**src/rtl/dmac_ch_arb.sv**
```systemverilog
// Round-robin arbiter granting one of CH_NUM DMA channels access to the shared AHB master port.
// Optional grant-hold timeout enabled by defining DMAC_ARB_TOUT_EN.
module dmac_ch_arb #(
  parameter int unsigned CH_NUM   = 4,
  parameter int unsigned TOUT_CYC = 64
) (
  input  logic                      hclk,
  input  logic                      hrst_n,
  input  logic [CH_NUM-1:0]         ch_req,
  input  logic [CH_NUM-1:0]         ch_done,
  output logic [CH_NUM-1:0]         ch_gnt,
  output logic [$clog2(CH_NUM)-1:0] gnt_id,
  output logic                      m_hbusreq,
  input  logic                      m_hgrant,
  input  logic                      m_hready,
  output logic                      arb_busy,
  output logic                      arb_tout
);

  localparam int unsigned ID_W = $clog2(CH_NUM);

  typedef enum logic [1:0] {
    ST_IDLE    = 2'd0,
    ST_BUSREQ  = 2'd1,
    ST_GRANT   = 2'd2,
    ST_RELEASE = 2'd3
  } state_t;

  state_t            r_state;
  state_t            w_nxt_state;
  logic [CH_NUM-1:0] r_gnt;
  logic [CH_NUM-1:0] w_nxt_gnt;
  logic [ID_W-1:0]   r_gnt_id;
  logic [ID_W-1:0]   w_nxt_gnt_id;
  logic [ID_W-1:0]   r_last_id;
  logic [ID_W-1:0]   w_nxt_last_id;
  logic              r_busreq;
  logic              w_nxt_busreq;
  logic              r_busy;
  logic              w_nxt_busy;
  logic [ID_W-1:0]   w_rr_idx;
  logic [ID_W-1:0]   w_rr_pick;

`ifdef DMAC_ARB_TOUT_EN
  localparam int unsigned CNT_W = $clog2(TOUT_CYC);

  logic [CNT_W-1:0]  r_tout_cnt;
  logic              r_arb_tout;
  logic              w_tout_due;
  logic              w_tout_hit;
`endif

  if ((CH_NUM < 2) || (CH_NUM > 8) || (TOUT_CYC < 2)) begin : g_param_err
    $error("dmac_ch_arb: CH_NUM must be 2..8 and TOUT_CYC at least 2");
  end

  // Round-robin search from last_id+1; scanning backwards lets the nearest requester win.
  always_comb begin : rr_search
    w_rr_idx  = '0;
    w_rr_pick = '0;
    for (int unsigned off = CH_NUM; off >= 1; off--) begin
      w_rr_idx = ID_W'((32'(r_last_id) + off) % CH_NUM);
      if (ch_req[w_rr_idx]) begin
        w_rr_pick = w_rr_idx;
      end
    end
  end

  // Next-state and next-output decode; all outputs are registered from the next state.
  always_comb begin : fsm_next
    w_nxt_state   = r_state;
    w_nxt_gnt_id  = r_gnt_id;
    w_nxt_last_id = r_last_id;
`ifdef DMAC_ARB_TOUT_EN
    w_tout_hit    = 1'b0;
`endif
    case (r_state)
      ST_IDLE: begin
        if (|ch_req) begin
          w_nxt_state  = ST_BUSREQ;
          w_nxt_gnt_id = w_rr_pick;
        end
      end
      ST_BUSREQ: begin
        if (m_hgrant && m_hready) begin
          w_nxt_state = ST_GRANT;
        end
      end
      ST_GRANT: begin
        // End of burst outranks timeout, which outranks bus-grant loss.
        if (ch_done[r_gnt_id] || !ch_req[r_gnt_id]) begin
          w_nxt_state = ST_RELEASE;
`ifdef DMAC_ARB_TOUT_EN
        end else if (w_tout_due) begin
          w_nxt_state = ST_RELEASE;
          w_tout_hit  = 1'b1;
`endif
        end else if (!m_hgrant) begin
          w_nxt_state = ST_BUSREQ;
        end
      end
      ST_RELEASE: begin
        w_nxt_state   = ST_IDLE;
        w_nxt_last_id = r_gnt_id;
        w_nxt_gnt_id  = '0;
      end
      default: begin
        w_nxt_state  = ST_IDLE;
        w_nxt_gnt_id = '0;
      end
    endcase

    w_nxt_busreq = (w_nxt_state == ST_BUSREQ) || (w_nxt_state == ST_GRANT);
    w_nxt_busy   = (w_nxt_state != ST_IDLE);
    w_nxt_gnt    = (w_nxt_state == ST_GRANT) ? (CH_NUM'(1) << w_nxt_gnt_id) : '0;
  end

  always_ff @(posedge hclk or negedge hrst_n) begin : state_reg
    if (!hrst_n) begin
      r_state   <= ST_IDLE;
      r_gnt     <= '0;
      r_gnt_id  <= '0;
      r_last_id <= ID_W'(CH_NUM - 1);
      r_busreq  <= 1'b0;
      r_busy    <= 1'b0;
    end else begin
      r_state   <= w_nxt_state;
      r_gnt     <= w_nxt_gnt;
      r_gnt_id  <= w_nxt_gnt_id;
      r_last_id <= w_nxt_last_id;
      r_busreq  <= w_nxt_busreq;
      r_busy    <= w_nxt_busy;
    end
  end

`ifdef DMAC_ARB_TOUT_EN
  assign w_tout_due = (r_tout_cnt == CNT_W'(TOUT_CYC - 1));

  // Grant-hold counter: cleared on every entry to GRANT, counts GRANT cycles.
  always_ff @(posedge hclk or negedge hrst_n) begin : tout_reg
    if (!hrst_n) begin
      r_tout_cnt <= '0;
      r_arb_tout <= 1'b0;
    end else begin
      r_arb_tout <= w_tout_hit;
      if ((r_state != ST_GRANT) && (w_nxt_state == ST_GRANT)) begin
        r_tout_cnt <= '0;
      end else if (r_state == ST_GRANT) begin
        r_tout_cnt <= r_tout_cnt + CNT_W'(1);
      end
    end
  end

  assign arb_tout = r_arb_tout;
`else
  assign arb_tout = 1'b0;
`endif

  assign ch_gnt    = r_gnt;
  assign gnt_id    = r_gnt_id;
  assign m_hbusreq = r_busreq;
  assign arb_busy  = r_busy;

endmodule

```
**config.mk**
```make
export PLATFORM = sky130hd
export DESIGN_NAME = dmac_ch_arb
export DESIGN_NICKNAME = d
export VERILOG_FILES = /design/src/rtl/dmac_ch_arb.sv
export SDC_FILE = /design/constraint.sdc
export NUM_CORES = 1
export LEC_CHECK = 0
export CAP_MARGIN = 0
export CORE_MARGIN = 8
export CORE_UTILIZATION = 49
export DETAILED_ROUTE_END_ITERATION = 8
export GPL_TIMING_DRIVEN = 0
export HOLD_SLACK_MARGIN = 0.12
export PLACE_DENSITY = 0.9
export REMOVE_ABC_BUFFERS = 1
export SLEW_MARGIN = 25
export SYNTH_ARGS = -nofsm -noshare
export SYNTH_HDL_FRONTEND = slang
export SYNTH_SLANG_ARGS = --single-unit
export TNS_END_PERCENT = 5
```
**constraint.sdc**
```tcl
create_clock -name hclk -period 5.3 [get_ports hclk]
set_input_delay 0.795 -clock hclk [delete_from_list [all_inputs] [get_ports hclk]]
set_output_delay 0.795 -clock hclk [all_outputs]
set_load 0.01 [all_outputs]
```
# After elaboration in Yosys (flattened, before gate mapping)
# Index checks and enable logic that the tools add are counted.
[totals] register_bits=12 word_cells=52 out_inout_bits=9 in_bits=12 ram_bits=0 rom_bits=0 memories=0 latchBits=0
[op_classes] div_mod_pow=0 multipliers=0 bitwise_logic=0 n_lt_le_gt_ge=5 mux=24 reduce_logical=7 addsub=4 n_eq_ne=5 shifts=1
[ops] cell="2-to-1 mux 2 bit" count=9
[ops] cell="< comparator 2 x 3 -> 1 bit (second input constant)" count=5
[ops] cell="binary-select mux 1 bit (select 2 bit)" count=6
[ops] cell="one-hot mux 2 bit (4 select lines)" count=1
[ops] cell="equality test 2 bit (second input constant)" count=3
[ops] cell="2-to-1 mux 1 bit" count=6
[ops] cell="adder 2 x 1 -> 2 bit (second input constant)" count=2
[ops] cell="adder 2 bit (second input constant)" count=2
[ops] cell="equality test 2 x 1 -> 1 bit (second input constant)" count=2
[ops] cell="2-to-1 mux 4 bit" count=1
[ops] cell="one-hot mux 2 bit (2 select lines)" count=1
[ops] cell="OR reduction 4 bit" count=1
[ops] cell="left shift 1 x 2 -> 4 bit (first input constant)" count=1
[ops] cell="zero test 2 bit" count=1
[ops] cell="logical OR 1 bit" count=2
[ops] cell="nonzero test 2 bit" count=1
[ops] cell="logical AND 1 bit" count=1
[ops] cell="zero test 1 bit" count=1

# Logic depth before layout (Yosys ltp)
# Gate-level depths: netlist of the first run.
[logic_depth] word_depth=11 ltp_mapped=7 ltp_nobuf=7

# Worst setup path before layout of the first run
# No wires, ideal clock.
[synth_timing] path_kind="input to register" start="input ch_req[3]" end="register r_gnt[0], in the netlist ch_gnt[0]" setup_slack_ps=3147 path_buffers=0 stages=6 arrival_time_ps=2065 t_required_ps=5212 setup_time_ps=88 path_cell_list="nor2b_1 mux4_2 a21boi_1 o221ai_1 ha_1 nor3b_1"
[synth_via] elab_cells_between_ends=25 cone_classes="eq/ne (1); shift (1); mux (20); reduce/logical (3)"
[synth_lines] element="start, declared" line="9" text="input logic [CH_NUM-1:0] ch_req,"
[synth_lines] element="binary-select mux 1 bit (select 2 bit)" line="91" text="if (ch_done[r_gnt_id] || !ch_req[r_gnt_id]) begin"
[synth_lines] element="2-to-1 mux 1 bit (implied by the code)" line="91"
[synth_lines] element="zero test 1 bit" line="91"
[synth_lines] element="logical OR 1 bit" line="91"
[synth_lines] element="2-to-1 mux 2 bit" line="91"
[synth_lines] element="one-hot mux 2 bit (4 select lines) *" line="77" text="case (r_state)"
[synth_lines] element="named net w_nxt_state[1]" line="30" text="state_t w_nxt_state;"
[synth_lines] element="equality test 2 bit *" line="115" text="w_nxt_gnt = (w_nxt_state == ST_GRANT) ? (CH_NUM'(1) << w_nxt_gnt_id) : '0;"
[synth_lines] element="2-to-1 mux 4 bit *" line="115"
[synth_lines] element="named net w_nxt_gnt[0]" line="32" text="logic [CH_NUM-1:0] w_nxt_gnt;"
[synth_lines] element="end signal, assigned" line="128" text="r_gnt <= w_nxt_gnt;"
[synth_lines] element="end, declared" line="31" text="logic [CH_NUM-1:0] r_gnt;"
# Mark *: on every way through the listed nets, which the timed path passes. The rest lies on a longest branch. The select of a mux whose other input is x is not followed.
# A chain may end at the register's enable or synchronous reset.

# Final worst setup path of the first run
# Same ends and word-level chain as after synthesis.

==> flow_metrics.env, run 1 <==
export IMPL_cts_resized=0
export IMPL_die_area_um2=3010
export IMPL_async_flop_share=1.00
export IMPL_ir_drop_mv=0.324
export IMPL_yosysSeqAreaShare=0.409
export IMPL_cp_required_ns=5.48
export IMPL_grt_pass1_vias=607
export IMPL_crit_type="in2reg"
export IMPL_crit_path_end_kind="flip-flop"
export IMPL_dpl_instance_area_um2=937
export IMPL_start_util=0.509
export IMPL_critPathSlowestCell="clkdlybuf4s50_1"
export IMPL_fin_crit_sh=0.497
export IMPL_p_sw_mw=0.200
export IMPL_combPwrFrac=0.551
export IMPL_setup_slack_ns=2.67
export IMPL_ant_nets=0
export IMPL_stdcell_area_um2=963
export IMPL_path_delay_family="buffers and inverters"
export IMPL_tightest_slew_ns=0.502
export IMPL_cts_tree="built"
export IMPL_synth_edff_count=0
export IMPL_critical_path_buf_inv_count=1
export IMPL_syn_area_um2=739
export IMPL_grt_max_degree=13
export IMPL_synth_top_family_by_area="simple AND/OR/NAND/NOR gates"
export IMPL_min_period_ns=2.63
export IMPL_synth_area_top_cells="dfrtp_1 34%, ha_1 10%, dfstp_2 7.1%"
export IMPL_worstSkewPairLatency_ns=0.27
export IMPL_htreeDepth=1
export IMPL_drt_initial_drc_count=6
export IMPL_die_h_um=54.8
export IMPL_path_max_fanout=7
export IMPL_hold_buffers=0
export IMPL_fp_dieW_um=54.8
export IMPL_synth_compound_area_frac=0.146
export IMPL_dr_pass1_iters=4
export IMPL_register_area_um2=303
export IMPL_syn_inst=71
export IMPL_rsz0062_at_grt="no"
export IMPL_postCtsSetupRepairBufs=0
export IMPL_start_kind="primary input"
export IMPL_ios=21
export IMPL_synth_most_common_cell="dfrtp_1"
export IMPL_synth_simple_area_share=0.208
export IMPL_slew_headroom=0.664
export IMPL_outcome="finished clean"
export IMPL_fin_setup_tns_ns=0
export IMPL_vias_per_cell=5.52
export IMPL_yosys_top_cells_count="10 x dfrtp_1, 6 x ha_1, 5 x inv_1, 5 x nor2_1, 5 x nor2b_1"
export IMPL_yosysWarnings=0
export IMPL_report_final_slew_viol_count=0
export IMPL_cts_buffer_depth=2
export IMPL_cts_root_buf="clkbuf_4"
export IMPL_p_sw_frac=0.396
export IMPL_core_um2=1450
export IMPL_ys_ff_latch=12
export IMPL_multiInputGateArea_um2=405
export IMPL_gp_congestion=0.733
export IMPL_cts_sinks=12
export IMPL_synth_cell_types=34
export IMPL_num_vias=596
export IMPL_slowest_delay_ns=0.51
export IMPL_synth_xor_area_share=0
export IMPL_wl_um=1560
export IMPL_synthFlopType="dfrtp_1"
export IMPL_synth_top_area_frac=0.338
export IMPL_drcViolationCount=0
export IMPL_muxShareOfSynthArea=0.0880
export IMPL_port_buffers=19
export IMPL_fp_row_count=14
export IMPL_numCtsBuffers=3
export IMPL_diodes=0
export IMPL_grt_overflow=0
export IMPL_final_nets=111
export IMPL_fin_skew_ns=0.00447
export IMPL_clk_pin_slew_ns=0.07
export IMPL_wl_per_cell_um=14.5
export IMPL_grt_util_all_layers=0.121
export IMPL_area_delta_synth_final_pct=30.3
export IMPL_yosys_area_top_type="dfrtp_1"
export IMPL_power_density_nw_per_um2=524
export IMPL_dp_slack_ns=2.39
export IMPL_cp_data_arrival_time_ns=2.81
export IMPL_hold_viol=0
export IMPL_crit_chain="clkdlybuf4s50_1 > nor2b_1 > mux4_2 > a21boi_1 > o221ai_1 > ha_1 > nor3b_1"
export IMPL_grt_first_pass_wirelength_um=2590
export IMPL_p_int_mw=0.305
export IMPL_hold_class="reg2reg"
export IMPL_postSynthAreaPerCell_um2=10.4
export IMPL_antenna_found_initial=0
export IMPL_maxCapViolations=0
export IMPL_clkPwrFrac=0.110
export IMPL_leakage_nw=0.430
export IMPL_fillers=121
export IMPL_max_freq_ghz=0.380
export IMPL_dp_hpwl_um=1250
export IMPL_drive_gt1_frac=0.120
export IMPL_synth_adder_area_share=0.102
export IMPL_setup_viol=0
export IMPL_pwr_share_seq=0.338
-- cells by family after synthesis --
kind of cell	after synthesis
buffers and inverters	7
other	1
AND/OR/NAND/NOR	26
adder cells (fa/ha/maj)	6
flip-flops	12
AO/OA/AOI/OAI	14
multiplexers	5
-- power groups by stage --
stage | Combinational (mW) | Sequential (mW) | Clock (mW)
6_report | 0.278 | 0.171 | 0.0557
2_1_floorplan | 0.181 | 0.174 | 0
3_3_place_gp | 0.270 | 0.169 | 0
4_1_cts | 0.283 | 0.171 | 0.0590
3_5_place_dp | 0.278 | 0.172 | 0
5_1_grt | 0.313 | 0.178 | 0.0625
-- final timing paths --
| kind | start | to | slack, ns | depth (start not counted) |
|---|---|---|---|---|
| setup / recovery | ch_req[3] | ch_gnt[0]$_DFF_PN0_ | 2.67 | 7 |
| max in group asynchronous | hrst_n | r_last_id[0]$_DFFE_PN1N_ | 4.08 | 1 |
| hold reg to reg | gnt_id[1]$_DFF_PN0_ | r_last_id[1]$_DFFE_PN1N_ | 0.61 | 1 |
| setup reg to reg | gnt_id[0]$_DFF_PN0_ | ch_gnt[0]$_DFF_PN0_ | 3.40 | 5 |
| hold / removal | gnt_id[1]$_DFF_PN0_ | r_last_id[1]$_DFFE_PN1N_ | 0.61 | 1 |
| min in group asynchronous | hrst_n | m_hbusreq$_DFF_PN0_ | 0.86 | 1 |
-- registers in the layout (all words and copies together), names as in the netlist --
| name | count |
|---|---|
| ch_gnt | 4 |
| gnt_id | 2 |
| r_last_id | 2 |
| r_state | 2 |
| arb_busy | 1 |
| m_hbusreq | 1 |
-- worst register-to-register path, delay by kind of cell (launching register included) --
kind                     cells  cell delay, ns
adder cells (fa/ha/maj)      1            0.25
multiplexers                 1            0.54
flip-flops                   1            0.43
AO/OA/AOI/OAI                2            0.42
AND/OR/NAND/NOR              1            0.18
-- cells in the final DEF, fill, tap and decap left out --
cell type        netlist  final
or4_4                  1      1
dfstp_2                2      2
nor2_1                 5      5
or2b_1                 1      1
nor4_1                 1      1
inv_1                  5      5
nand2_1                4      4
ha_1                   6      6
nand2b_1               1      1
nor2b_1                5      5
and3_1                 1      1
o21ai_0                2      2
o221ai_1               1      1
o221a_1                1      1
mux2_2                 2      2
mux2i_1                2      2
a21boi_1               1      1
a21oi_2                1      1
a21oi_1                2      2
clkdlybuf4s50_1        0     19
o21ai_1                1      1
o31ai_1                1      1
or2_1                  1      1
o41a_1                 1      1
nor3b_1                2      2
nand3_1                1      1
clkbuf_1               0      1
a211oi_2               1      1
and3b_1                2      2
mux4_2                 1      1
a22oi_1                2      2
conb_1                 1      1
nand3b_1               1      1
dfrtp_1               10     10
clkbuf_4               0      3
-- final cells by class --
class	count	area share
inverters	5	0.0195
multi-input cells	52	0.421
well taps	16	0.0208
flip-flops and latches	12	0.314
repair buffers	19	0.197
clock buffers	4	0.0273
-- layer usage --
metal	track usage	part of all wire
met2	0.209	0.48
met3	0.0652	0.13
met5	0	0
met4	0.0615	0.0096
met1	0.111	0.38
-- metrics by stage --
stage           util  total power, mW  instances  hold WS [ns]
5_1_grt        0.663            0.553        108         0.661
6_report       0.663            0.505        108         0.610
4_1_cts        0.663            0.513        108         0.623
3_5_place_dp   0.645            0.451        104         0.598
2_1_floorplan      -            0.355         69         0.499
3_3_place_gp   0.645            0.439        104         0.578
Note: power is estimated with default switching activity, not from simulation.
==> run 2, diff against run 1 <==
--- a/config.mk
+++ b/config.mk
@@ -7,11 +7,11 @@
 export LEC_CHECK = 0
 export CAP_MARGIN = 0
 export CORE_MARGIN = 8
-export CORE_UTILIZATION = 49
+export CORE_UTILIZATION = 41
 export DETAILED_ROUTE_END_ITERATION = 8
 export GPL_TIMING_DRIVEN = 0
 export HOLD_SLACK_MARGIN = 0.12
-export PLACE_DENSITY = 0.9
+export PLACE_DENSITY = 0.81
 export REMOVE_ABC_BUFFERS = 1
 export SLEW_MARGIN = 25
 export SYNTH_ARGS = -nofsm -noshare
==> constraint.sdc (replaced) <==
create_clock -name hclk -period 2.3 [get_ports hclk]
set_input_delay 0.345 -clock hclk [delete_from_list [all_inputs] [get_ports hclk]]
set_output_delay 0.345 -clock hclk [all_outputs]
set_load 0.01 [all_outputs]
==> flow_metrics.env, run 2 (synthesis gave the netlist of run 1 again) <==
export IMPL_ios=21
export IMPL_slowest_delay_ns=0.51
export IMPL_area_delta_synth_final_pct=33.3
export IMPL_path_depth=7
export IMPL_crit_path_end_kind="flip-flop"
export IMPL_rsz0062_at_grt="no"
export IMPL_ir_drop_mv=0.808
export IMPL_hold_class="in2async"
export IMPL_num_vias=598
export IMPL_cts_sinks=12
export IMPL_drcViolationCount=0
export IMPL_slew_headroom=0.654
export IMPL_dp_hpwl_um=1360
export IMPL_drt_initial_drc_count=6
export IMPL_dp_cells=113
export IMPL_path_max_fanout=6
export IMPL_r2r_end="ch_gnt[0]$_DFF_PN0_"
export IMPL_grt_max_degree=13
export IMPL_hold_viol=0
export IMPL_setup_viol=0
export IMPL_cp_data_arrival_time_ns=2.33
export IMPL_tightest_slew_ns=0.517
export IMPL_grt_util_all_layers=0.104
export IMPL_wl_um=1770
export IMPL_largest_reg_flops=4
export IMPL_final_cell_mix="18 x clkdlybuf4s50_1, 10 x dfrtp_1"
export IMPL_wl_met1_um=734
export IMPL_min_period_ns=2.16
export IMPL_port_buffers=19
export IMPL_worstSkewPairLatency_ns=0.27
export IMPL_cts_tree="built"
export IMPL_grt_pass1_vias=621
export IMPL_numCtsBuffers=3
export IMPL_start_kind="primary input"
export IMPL_cts_buffer_depth=2
export IMPL_clk_pin_slew_ns=0.07
export IMPL_setup_slack_ns=0.143
export IMPL_dr_pass1_iters=3
export IMPL_vias_per_cell=5.11
export IMPL_core_um2=1710
export IMPL_path_delay_family="buffers and inverters"
export IMPL_fin_skew_ns=0.00554
export IMPL_htreeDepth=1
export IMPL_cts_root_buf="clkbuf_4"
export IMPL_fp_dieW_um=58.5
export IMPL_report_final_slew_viol_count=0
export IMPL_ant_nets=0
export IMPL_start_util=0.433
export IMPL_grt_first_pass_wirelength_um=2660
export IMPL_grt_overflow=0
export IMPL_wl_per_cell_um=15.1
export IMPL_critical_path_buf_inv_count=1
export IMPL_max_freq_ghz=0.464
export IMPL_crit_type="in2reg"
export IMPL_outcome="finished clean"
export IMPL_drive_gt1_frac=0.141
export IMPL_dp_slack_ns=-0.226
export IMPL_top_layer="met4"
export IMPL_gp_congestion=0.759
export IMPL_maxCapViolations=0
export IMPL_crit_chain="clkdlybuf4s50_1 > nor2b_1 > mux4_2 > a21boi_1 > o221ai_2 > ha_2 > nor3b_1"
export IMPL_rr_startpoint="gnt_id[0]$_DFF_PN0_"
export IMPL_power_density_nw_per_um2=1230
export IMPL_wl_met2_um=828
export IMPL_cp_required_ns=2.48
export IMPL_leakage_nw=0.438
export IMPL_r2r_slack_ns=0.39
export IMPL_die_h_um=58.5
export IMPL_register_area_um2=303
export IMPL_multiInputGateArea_um2=414
export IMPL_fp_row_count=15
export IMPL_die_area_um2=3420
export IMPL_fillers=149
export IMPL_critPathSlowestCell="clkdlybuf4s50_1"
export IMPL_finalNonFillerCells=117
export IMPL_final_nets=111
export IMPL_antenna_found_initial=0
export IMPL_worst_r2r_cell_count=5
export IMPL_fin_crit_sh=0.938
export IMPL_final_common_cell="clkdlybuf4s50_1"
export IMPL_met3_length_um=167
export IMPL_diodes=0
==> run 2: layout make-up <==
| type | instances | share of cell area |
|---|---|---|
| inverter | 5 | 0.0190 |
| sequential | 12 | 0.307 |
| multi-input combinational | 52 | 0.420 |
| tap | 25 | 0.0317 |
| clock buffer | 4 | 0.0266 |
| timing repair buffer | 19 | 0.195 |
==> run 2: worst max path at each step <==
stage	start	end	slack (ns)
CTS	ch_req[3]	ch_gnt[0]$_DFF_PN0_	0.02
floorplan	gnt_id[0]$_DFF_PN0_	ch_gnt[0]$_DFF_PN0_	0.55
finish	ch_req[0]	ch_gnt[0]$_DFF_PN0_	0.14
global route	ch_req[0]	ch_gnt[0]$_DFF_PN0_	0.03
global placement	ch_req[3]	ch_gnt[0]$_DFF_PN0_	-0.17
detailed placement	ch_req[3]	ch_gnt[0]$_DFF_PN0_	-0.23
==> run 2: timing repair <==
| action | CTS | global route |
|---|---|---|
| resized for setup | 0 | 3 |
| endpoints found under the setup margin | 0 | 4 |
| buffers inserted | 0 | 0 |
| hold buffers | 0 | 0 |
==> run 2: per-stage QoR <==
| step | power, mW | hold WS [ns] | util | instance area, um2 | setup TNS (ns) |
|---|---|---|---|---|---|
| after CTS | 1.21 | 0.411 | 0.571 | 975 | 0 |
| after global routing | 1.30 | 0.446 | 0.577 | 986 | 0 |
| final | 1.21 | 0.416 | 0.577 | 986 | 0 |
| after global placement | 1.02 | 0.580 | 0.555 | 948 | -0.497 |
| after floorplan | 0.818 | 0.0494 | - | 727 | 0 |
| after detailed placement | 1.07 | 0.616 | 0.555 | 948 | -0.702 |
==> run 2: per-layer routing <==
layer,track usage,vias to the layer above
met1,0.106,284
met2,0.170,21
li1,-,290
met3,0.0478,3
met4,0.0629,0
met5,0,-
==> run 2: report_power, final <==
group | internal [mW] | total, mW | switching, mW
logic | 0.332 | 0.681 | 0.349
clock network | 0.0671 | 0.131 | 0.0637
registers | 0.311 | 0.398 | 0.0868
